**src/rtl/gate_test_pkg.sv**
```systemverilog
// Shared types and constants for the gate-cell test sequencer and its golden model.
// Vector index i maps to the gate inputs {a,b} = i.
package gate_test_pkg;

    typedef enum logic [1:0] {
        IDLE   = 2'd0,
        SETTLE = 2'd1,
        SAMPLE = 2'd2,
        DONE   = 2'd3
    } state_e;

    localparam int NUM_VECTORS = 4;
    localparam int VEC_W       = 2;
    localparam int CNT_W       = 8;

    // Vectors are applied in ascending order: 00, 01, 10, 11.
    function automatic logic [1:0] vec_to_ab(input logic [VEC_W-1:0] vec);
        return vec;
    endfunction

endpackage

```
**src/rtl/gate_ref_model.sv**
```systemverilog
// Combinational golden model of the two-input and/or/xor gate cells.
module gate_ref_model (
    input  logic a,
    input  logic b,
    output logic exp_and,
    output logic exp_or,
    output logic exp_xor
);

    assign exp_and = a & b;
    assign exp_or  = a | b;
    assign exp_xor = a ^ b;

endmodule

```
**src/rtl/gate_vector_sequencer.sv**
```systemverilog
// Drives all four input combinations into the gate cells, lets each settle, and
// scores the sampled outputs against the golden model.
module gate_vector_sequencer
    import gate_test_pkg::*;
#(
    parameter int SETTLE_CYCLES = 4,
    parameter int ERR_W         = 8
) (
    input  logic             clk,
    input  logic             rst_n,
    input  logic             start,
    output logic             a,
    output logic             b,
    input  logic             y_and,
    input  logic             y_or,
    input  logic             y_xor,
    output logic             busy,
    output logic             done,
    output logic             pass,
    output logic [ERR_W-1:0] err_count,
    output logic [3:0]       fail_vec
);

    localparam logic [CNT_W-1:0] LAST_CNT = CNT_W'(SETTLE_CYCLES - 1);
    localparam logic [VEC_W-1:0] LAST_VEC = VEC_W'(NUM_VECTORS - 1);
    localparam logic [ERR_W-1:0] ERR_MAX  = '1;

    state_e           state_q, state_d;
    logic [VEC_W-1:0] vec_q, vec_d;
    logic [CNT_W-1:0] cnt_q, cnt_d;
    logic             a_q, a_d;
    logic             b_q, b_d;
    logic [ERR_W-1:0] err_q, err_d;
    logic [3:0]       fail_q, fail_d;

    logic exp_and, exp_or, exp_xor;
    logic vec_match;
    logic mismatch;

    gate_ref_model u_ref (
        .a       (a_q),
        .b       (b_q),
        .exp_and (exp_and),
        .exp_or  (exp_or),
        .exp_xor (exp_xor)
    );

    assign vec_match = ({y_and, y_or, y_xor} == {exp_and, exp_or, exp_xor});

    always_comb begin
        state_d  = state_q;
        vec_d    = vec_q;
        cnt_d    = cnt_q;
        a_d      = a_q;
        b_d      = b_q;
        err_d    = err_q;
        fail_d   = fail_q;
        // An unknown compare result never clears the flag, so X/Z on y_* scores as a miss.
        mismatch = 1'b1;
        if (vec_match) mismatch = 1'b0;

        case (state_q)
            IDLE, DONE: begin
                if (start) begin
                    state_d    = SETTLE;
                    vec_d      = '0;
                    cnt_d      = '0;
                    {a_d, b_d} = vec_to_ab('0);
                    err_d      = '0;
                    fail_d     = '0;
                end
            end
            SETTLE: begin
                if (cnt_q == LAST_CNT) state_d = SAMPLE;
                else                   cnt_d   = cnt_q + 1'b1;
            end
            SAMPLE: begin
                if (mismatch) begin
                    fail_d[vec_q] = 1'b1;
                    if (err_q != ERR_MAX) err_d = err_q + 1'b1;
                end
                if (vec_q == LAST_VEC) begin
                    state_d = DONE;
                end else begin
                    state_d    = SETTLE;
                    vec_d      = vec_q + 1'b1;
                    cnt_d      = '0;
                    {a_d, b_d} = vec_to_ab(vec_q + 1'b1);
                end
            end
            default: state_d = IDLE;
        endcase
    end

    always_ff @(posedge clk or negedge rst_n) begin
        if (!rst_n) begin
            state_q <= IDLE;
            vec_q   <= '0;
            cnt_q   <= '0;
            a_q     <= 1'b0;
            b_q     <= 1'b0;
            err_q   <= '0;
            fail_q  <= '0;
        end else begin
            state_q <= state_d;
            vec_q   <= vec_d;
            cnt_q   <= cnt_d;
            a_q     <= a_d;
            b_q     <= b_d;
            err_q   <= err_d;
            fail_q  <= fail_d;
        end
    end

    assign a         = a_q;
    assign b         = b_q;
    assign busy      = (state_q == SETTLE) || (state_q == SAMPLE);
    assign done      = (state_q == DONE);
    assign pass      = done && (err_q == '0);
    assign err_count = err_q;
    assign fail_vec  = fail_q;

endmodule

```
**config.mk**
```make
export PLATFORM = sky130hd
export DESIGN_NAME = gate_vector_sequencer
export DESIGN_NICKNAME = d
export VERILOG_FILES = /design/src/rtl/gate_test_pkg.sv /design/src/rtl/gate_ref_model.sv /design/src/rtl/gate_vector_sequencer.sv
export SDC_FILE = /design/constraint.sdc
export NUM_CORES = 1
export LEC_CHECK = 0
export ABC_AREA = 1
export CAP_MARGIN = 40
export CORE_UTILIZATION = 58
export DETAILED_ROUTE_END_ITERATION = 8
export GPL_TIMING_DRIVEN = 0
export PLACE_DENSITY = 0.84
export SYNTH_ARGS = -nofsm -noshare
export SYNTH_HDL_FRONTEND = slang
export SYNTH_SLANG_ARGS = --single-unit
```
**constraint.sdc**
```tcl
create_clock -name clk -period 2.6 [get_ports clk]
set_input_delay 0.26 -clock clk [delete_from_list [all_inputs] [get_ports clk]]
set_output_delay 0.26 -clock clk [all_outputs]
set_load 0.1 [all_outputs]
```
### After elaboration in Yosys (flattened, before gate mapping)

Cells that the tools add are included.

* flip-flop bits (word level): 26
* bits of input ports: 6
* output and inout port bits: 17
* word-level logic and storage cells: 65

* add/sub/neg operators: 3
* order comparisons: 2
* equality and inequality tests: 13
* mux-type cells: 24
* bitwise gates (word level): 4
* reductions and logical operators: 12

Operators by type and width (count)
* 2-to-1 mux 8 bit: 5
* case mux 8 bit (3 select lines): 1
* adder 8 x 1 -> 8 bit (second input constant): 2
* case mux 8 bit (2 select lines): 1
* != test 2 bit (second input constant): 6
* 2-to-1 mux 2 bit: 5
* AND reduction 3 bit: 3
* equality test 8 x 2 -> 1 bit (second input constant): 1
* zero test 8 bit: 1
* 2-to-1 mux 4 bit: 2
* != test 8 bit (second input constant): 1
* case mux 4 bit (2 select lines): 1
* equality test 2 bit (second input constant): 3
* case mux 2 bit (3 select lines): 1
* 2-to-1 mux 1 bit: 4
* OR 4 bit: 1
* case mux 1 bit (2 select lines): 2
* case mux 2 bit (2 select lines): 1
* AND reduction 4 bit: 1
* equality test 3 bit: 1
* < comparator 2 x 3 -> 1 bit (second input constant): 1
* adder 2 x 1 -> 2 bit (second input constant): 1
* demux 1 bit (select 2 bit): 1
* equality test 2 x 1 -> 1 bit (second input constant): 1
* 10 further kinds: 11

### Longest topological paths before layout

Gate-level depths: netlist (run 1).

* depth in word-level cells: 7
* gate-level depth with buffers: 11

### Modules after synthesis

A second synthesis (run 1) with hierarchy kept.

* cells, all modules: 225
* area total of the unflattened synthesis: 1654.1 um2

By module, submodules not included
* gate_vector_sequencer: instances 1, cells an instance 220, area an instance 1617.8 um2, sequential area each 600.6 um2
* gate_ref_model: instances 1, cells an instance 5, area an instance 36.3 um2, sequential area each 0.0 um2

### Least setup slack after synthesis (run 1)

Ideal clock, no wire load.

* kind: register -> output
* start: register state_q[0]
* end: output port pass
* data arrival time: 4.222 ns
* required time: 2.340 ns
* slack: -1.882 ns
* cell stages (with the launch flop): 4
* path buffers: 0
* cells stage by stage: dfrtp_1 -> ha_1 -> nand4_1 -> nor4_1

* word-level cells in the longest chain between the ends: 2

Ends and longest elaborated chain
* start: declaration: line gate_vector_sequencer.sv:28 `state_e state_q, state_d;`
* start signal: assignment: line gate_vector_sequencer.sv:105 `state_q <= state_d;`
* equality test 2 bit: line gate_vector_sequencer.sv:118 `assign done = (state_q == DONE);`
* via done: line gate_vector_sequencer.sv:18 `output logic done,`
* logical AND 1 bit: line gate_vector_sequencer.sv:119 `assign pass = done && (err_q == '0);`
* end: declaration: line gate_vector_sequencer.sv:19 `output logic pass,`

The timed path passes the listed nets, and every way through them passes these cells.

### Worst setup path after layout (run 1)

* start: register state_q[0]
* end: output port pass

* word-level cells in the longest chain between the ends: 2

Ends and longest elaborated chain (line)
* equality test 2 bit: gate_vector_sequencer.sv:118
* logical AND 1 bit: gate_vector_sequencer.sv:119

No other way between the ends.

==> results of run 1 <==
-- flip-flops by register name (all words and copies together) (netlist names) --
name and count:
err_count 8, b 1, state_q 2, cnt_q 8
fail_vec 4, a 1
-- layout make-up --
class | count | area, um2 | share of cell area [%]
Tap cell | 30 | 37.5 | 1.74
Clock buffer | 4 | 36.3 | 1.69
Inverter | 31 | 116 | 5.40
Multi-Input combinational cell | 152 | 833 | 38.7
Sequential cell | 24 | 601 | 27.9
Buffer | 5 | 38.8 | 1.80
Timing Repair Buffer | 40 | 490 | 22.8
-- logic make-up (layout without fill, tap and decap cells) --
| logic type | after synthesis | after routing | synth area share [%] |
|---|---|---|---|
| and+or+nand+nor | 108 | 108 | 32.0 |
| DFF | 24 | 24 | 38.2 |
| adders and majority gates | 11 | 11 | 8.76 |
| buffers and inverters | 36 | 80 | 9.87 |
| AOI/OAI and AO/OA | 33 | 33 | 11.1 |
-- path summary, 6_finish.rpt --
kind	start	to	slack, ns
setup / recovery	state_q[0]$_DFFE_PN0P_	pass	0.18
hold / removal	rst_n	err_count[1]$_DFFE_PN0P_	0.31
setup reg to reg	state_q[0]$_DFFE_PN0P_	err_count[4]$_DFFE_PN0P_	0.83
hold reg to reg	cnt_q[0]$_DFFE_PN0P_	cnt_q[0]$_DFFE_PN0P_	0.53
max in group asynchronous	rst_n	cnt_q[2]$_DFFE_PN0P_	1.78
min in group clk	cnt_q[0]$_DFFE_PN0P_	cnt_q[0]$_DFFE_PN0P_	0.53
-- worst max-delay path, stage by stage, from the launching register on --
cell,delay (ns)
dfrtp_1,0.46
ha_2,0.22
nand4_1,0.17
nor4_4,0.23
clkdlybuf4s50_1,0.55
buf_8,0.20
-- per-stage QoR --
stage / cells / hold slack [ns] / power, mW
CTS: 286 / 0.330 / 1.79
global placement: 264 / 0.492 / 1.41
detailed placement: 282 / 0.509 / 1.60
finish: 286 / 0.313 / 1.79
floorplan: 212 / -0.0356 / 1.23
global route: 286 / 0.369 / 1.88
-- cell usage in the layout, fill, tap and decap left out, drive strengths merged --
cell	synthesis	layout
nor3	1	1
nand3b	4	4
o21ai	32	32
nand2	69	69
inv	30	30
dfrtp	24	24
nor2	11	11
ha	11	11
or2	2	2
buf	3	21
nand4	2	2
nand3	18	18
clkdlybuf4s50	0	22
clkinv	1	1
nor4	1	1
clkbuf	2	6
o21bai	1	1
-- routing by layer --
layer	global-route usage, %	vias up	share of wire, %
li1	-	757	-
met1	32.8	739	39
met2	55.3	48	54
met3	4.24	11	4.2
met4	12.4	0	2.1
met5	0	-	0
-- power by group through the flow --
stage          clock network (mW)  registers, mW  logic, mW
2_1_floorplan                   0          0.651      0.575
3_3_place_gp                    0          0.483      0.924
3_5_place_dp                    0          0.491       1.10
4_1_cts                     0.198          0.485       1.11
5_1_grt                     0.216          0.490       1.18
6_report                    0.200          0.486       1.11
-- synth_stat cells, types with 2 or more instances --
library cell | count | area [um2]
dfrtp_1 | 24 | 601
o21ai_2 | 2 | 17.5
nand2_2 | 5 | 31.3
clkbuf_1 | 2 | 7.51
inv_2 | 4 | 15.0
nand4_1 | 2 | 12.5
nand2_1 | 64 | 240
nand3_1 | 17 | 85.1
ha_1 | 11 | 138
o21ai_0 | 7 | 35.0
inv_1 | 26 | 97.6
or2_2 | 2 | 12.5
nor2_1 | 8 | 30.0
nand3b_1 | 3 | 22.5
o21ai_1 | 23 | 115
nor2_4 | 2 | 22.5
==> flow_metrics.tcl, run 1 <==
set metrics [dict create \
    cts_root_buf "clkbuf_4" \
    die_w_um 54.1 \
    cts.hold.buffers_added 0 \
    clockPowerShare_pct 11.1 \
    post-route-min-period_ns 2.42 \
    fin_ws_ns 0.184 \
    fin_worst_skew_ns 0.00767 \
    die_y_um 54.1 \
    synth_edf_count 0 \
    synth_area_um2 1570 \
    dp_slack_ns 0.560 \
    power_density_nw_per_um2 833 \
    path_clk_slew_ns 0.14 \
    ys_seq_elements 24 \
    drv_slew 0 \
    gp_congestion 0.847 \
    ys.flop_type "dfrtp_1" \
    nets 274 \
    pwr-share-comb_pct 61.8 \
    grt_max_degree 14 \
    rsz0062_at_grt "no" \
    grt_pass1_vias 1518 \
    gr-total-overflow 0 \
    grt_use_total_pct 29.6 \
    initial_core_util_pct 62.3 \
    wl_per_cell_um 13.3 \
    synthToLayoutAreaGrowth_pct 37.0 \
    diodes 0 \
    port_buffers 22 \
    clockBufferDepth 2 \
    power.leakage_nw 1.02 \
    antenna_found_initial 0 \
    max_freq_ghz 0.414 \
    core_um2 2520 \
    finish.utilization_pct 85.4 \
    switching_share_pct 50.6 \
    cp.required_ns 2.34 \
    syn_area_per_cell_um2 7.41 \
    cts_resized 0 \
    drtAntennaViolNets 0 \
    hold_viol 0 \
    via_per_inst 5.44 \
    dr.pass1.iters 4 \
    rows 18 \
    p_sw_mw 0.907 \
    async_flop_share_pct 100 \
    grt_pass1_wl_mm 6.19 \
    synth_nets 229 \
    postPlaceCellArea_um2 2120 \
    worstRegToRegCells 9 \
    crit_arrival_ns 2.16 \
    ir_drop_mv 1.05 \
    drc_errors 0 \
    crit_fanout 5 \
    fin_crit_sh_pct 92.9 \
    crit_type "register to output pin" \
    startpoint_type "register" \
    hp-class "primary input to async pin" \
    slew_headroom_pct 58.2 \
    cts_tree "done" \
    final.setup.tns_ns 0 \
    cts_setup_buffers 0 \
    totalWireLength_mm 3.80 \
    ys_types 26 \
    n_fill_cell 137 \
    drt_iter0_drc 44 \
    clk_latency_ns 0.31 \
    endpoint_kind "output pin" \
    num_io_pins 23 \
    yosysSeqAreaShare_pct 38.2 \
    drv_cap 0 \
    p_int_mw 0.886 \
    num_vias 1555 \
    seqPwrFrac_pct 27.1 \
    synth_cells 212 \
    cts_max_level 1 \
    numCtsBuffers 3 \
    status "completed" \
    die_area_um2 2920 \
    dp_hpwl_mm 3.01 \
    cts.sinks 24 \
    drive_above_1_share_pct 17.6 \
    stdcell_area_um2 2150 \
    worst_pin_slew_ns 0.626 \
    finalSetupViolations 0 \
    ys.warnings.count 0 \
]
Power figures use the tool's default switching activity.
==> run 2, diff against run 1 <==
--- a/config.mk
+++ b/config.mk
@@ -11,6 +11,7 @@
 export DETAILED_ROUTE_END_ITERATION = 8
 export GPL_TIMING_DRIVEN = 0
 export PLACE_DENSITY = 0.84
+export SLEW_MARGIN = 20
 export SYNTH_ARGS = -nofsm -noshare
 export SYNTH_HDL_FRONTEND = slang
 export SYNTH_SLANG_ARGS = --single-unit
==> results of run 2 <==
The final DEF is identical to that of run 1; final timing and power are the same.
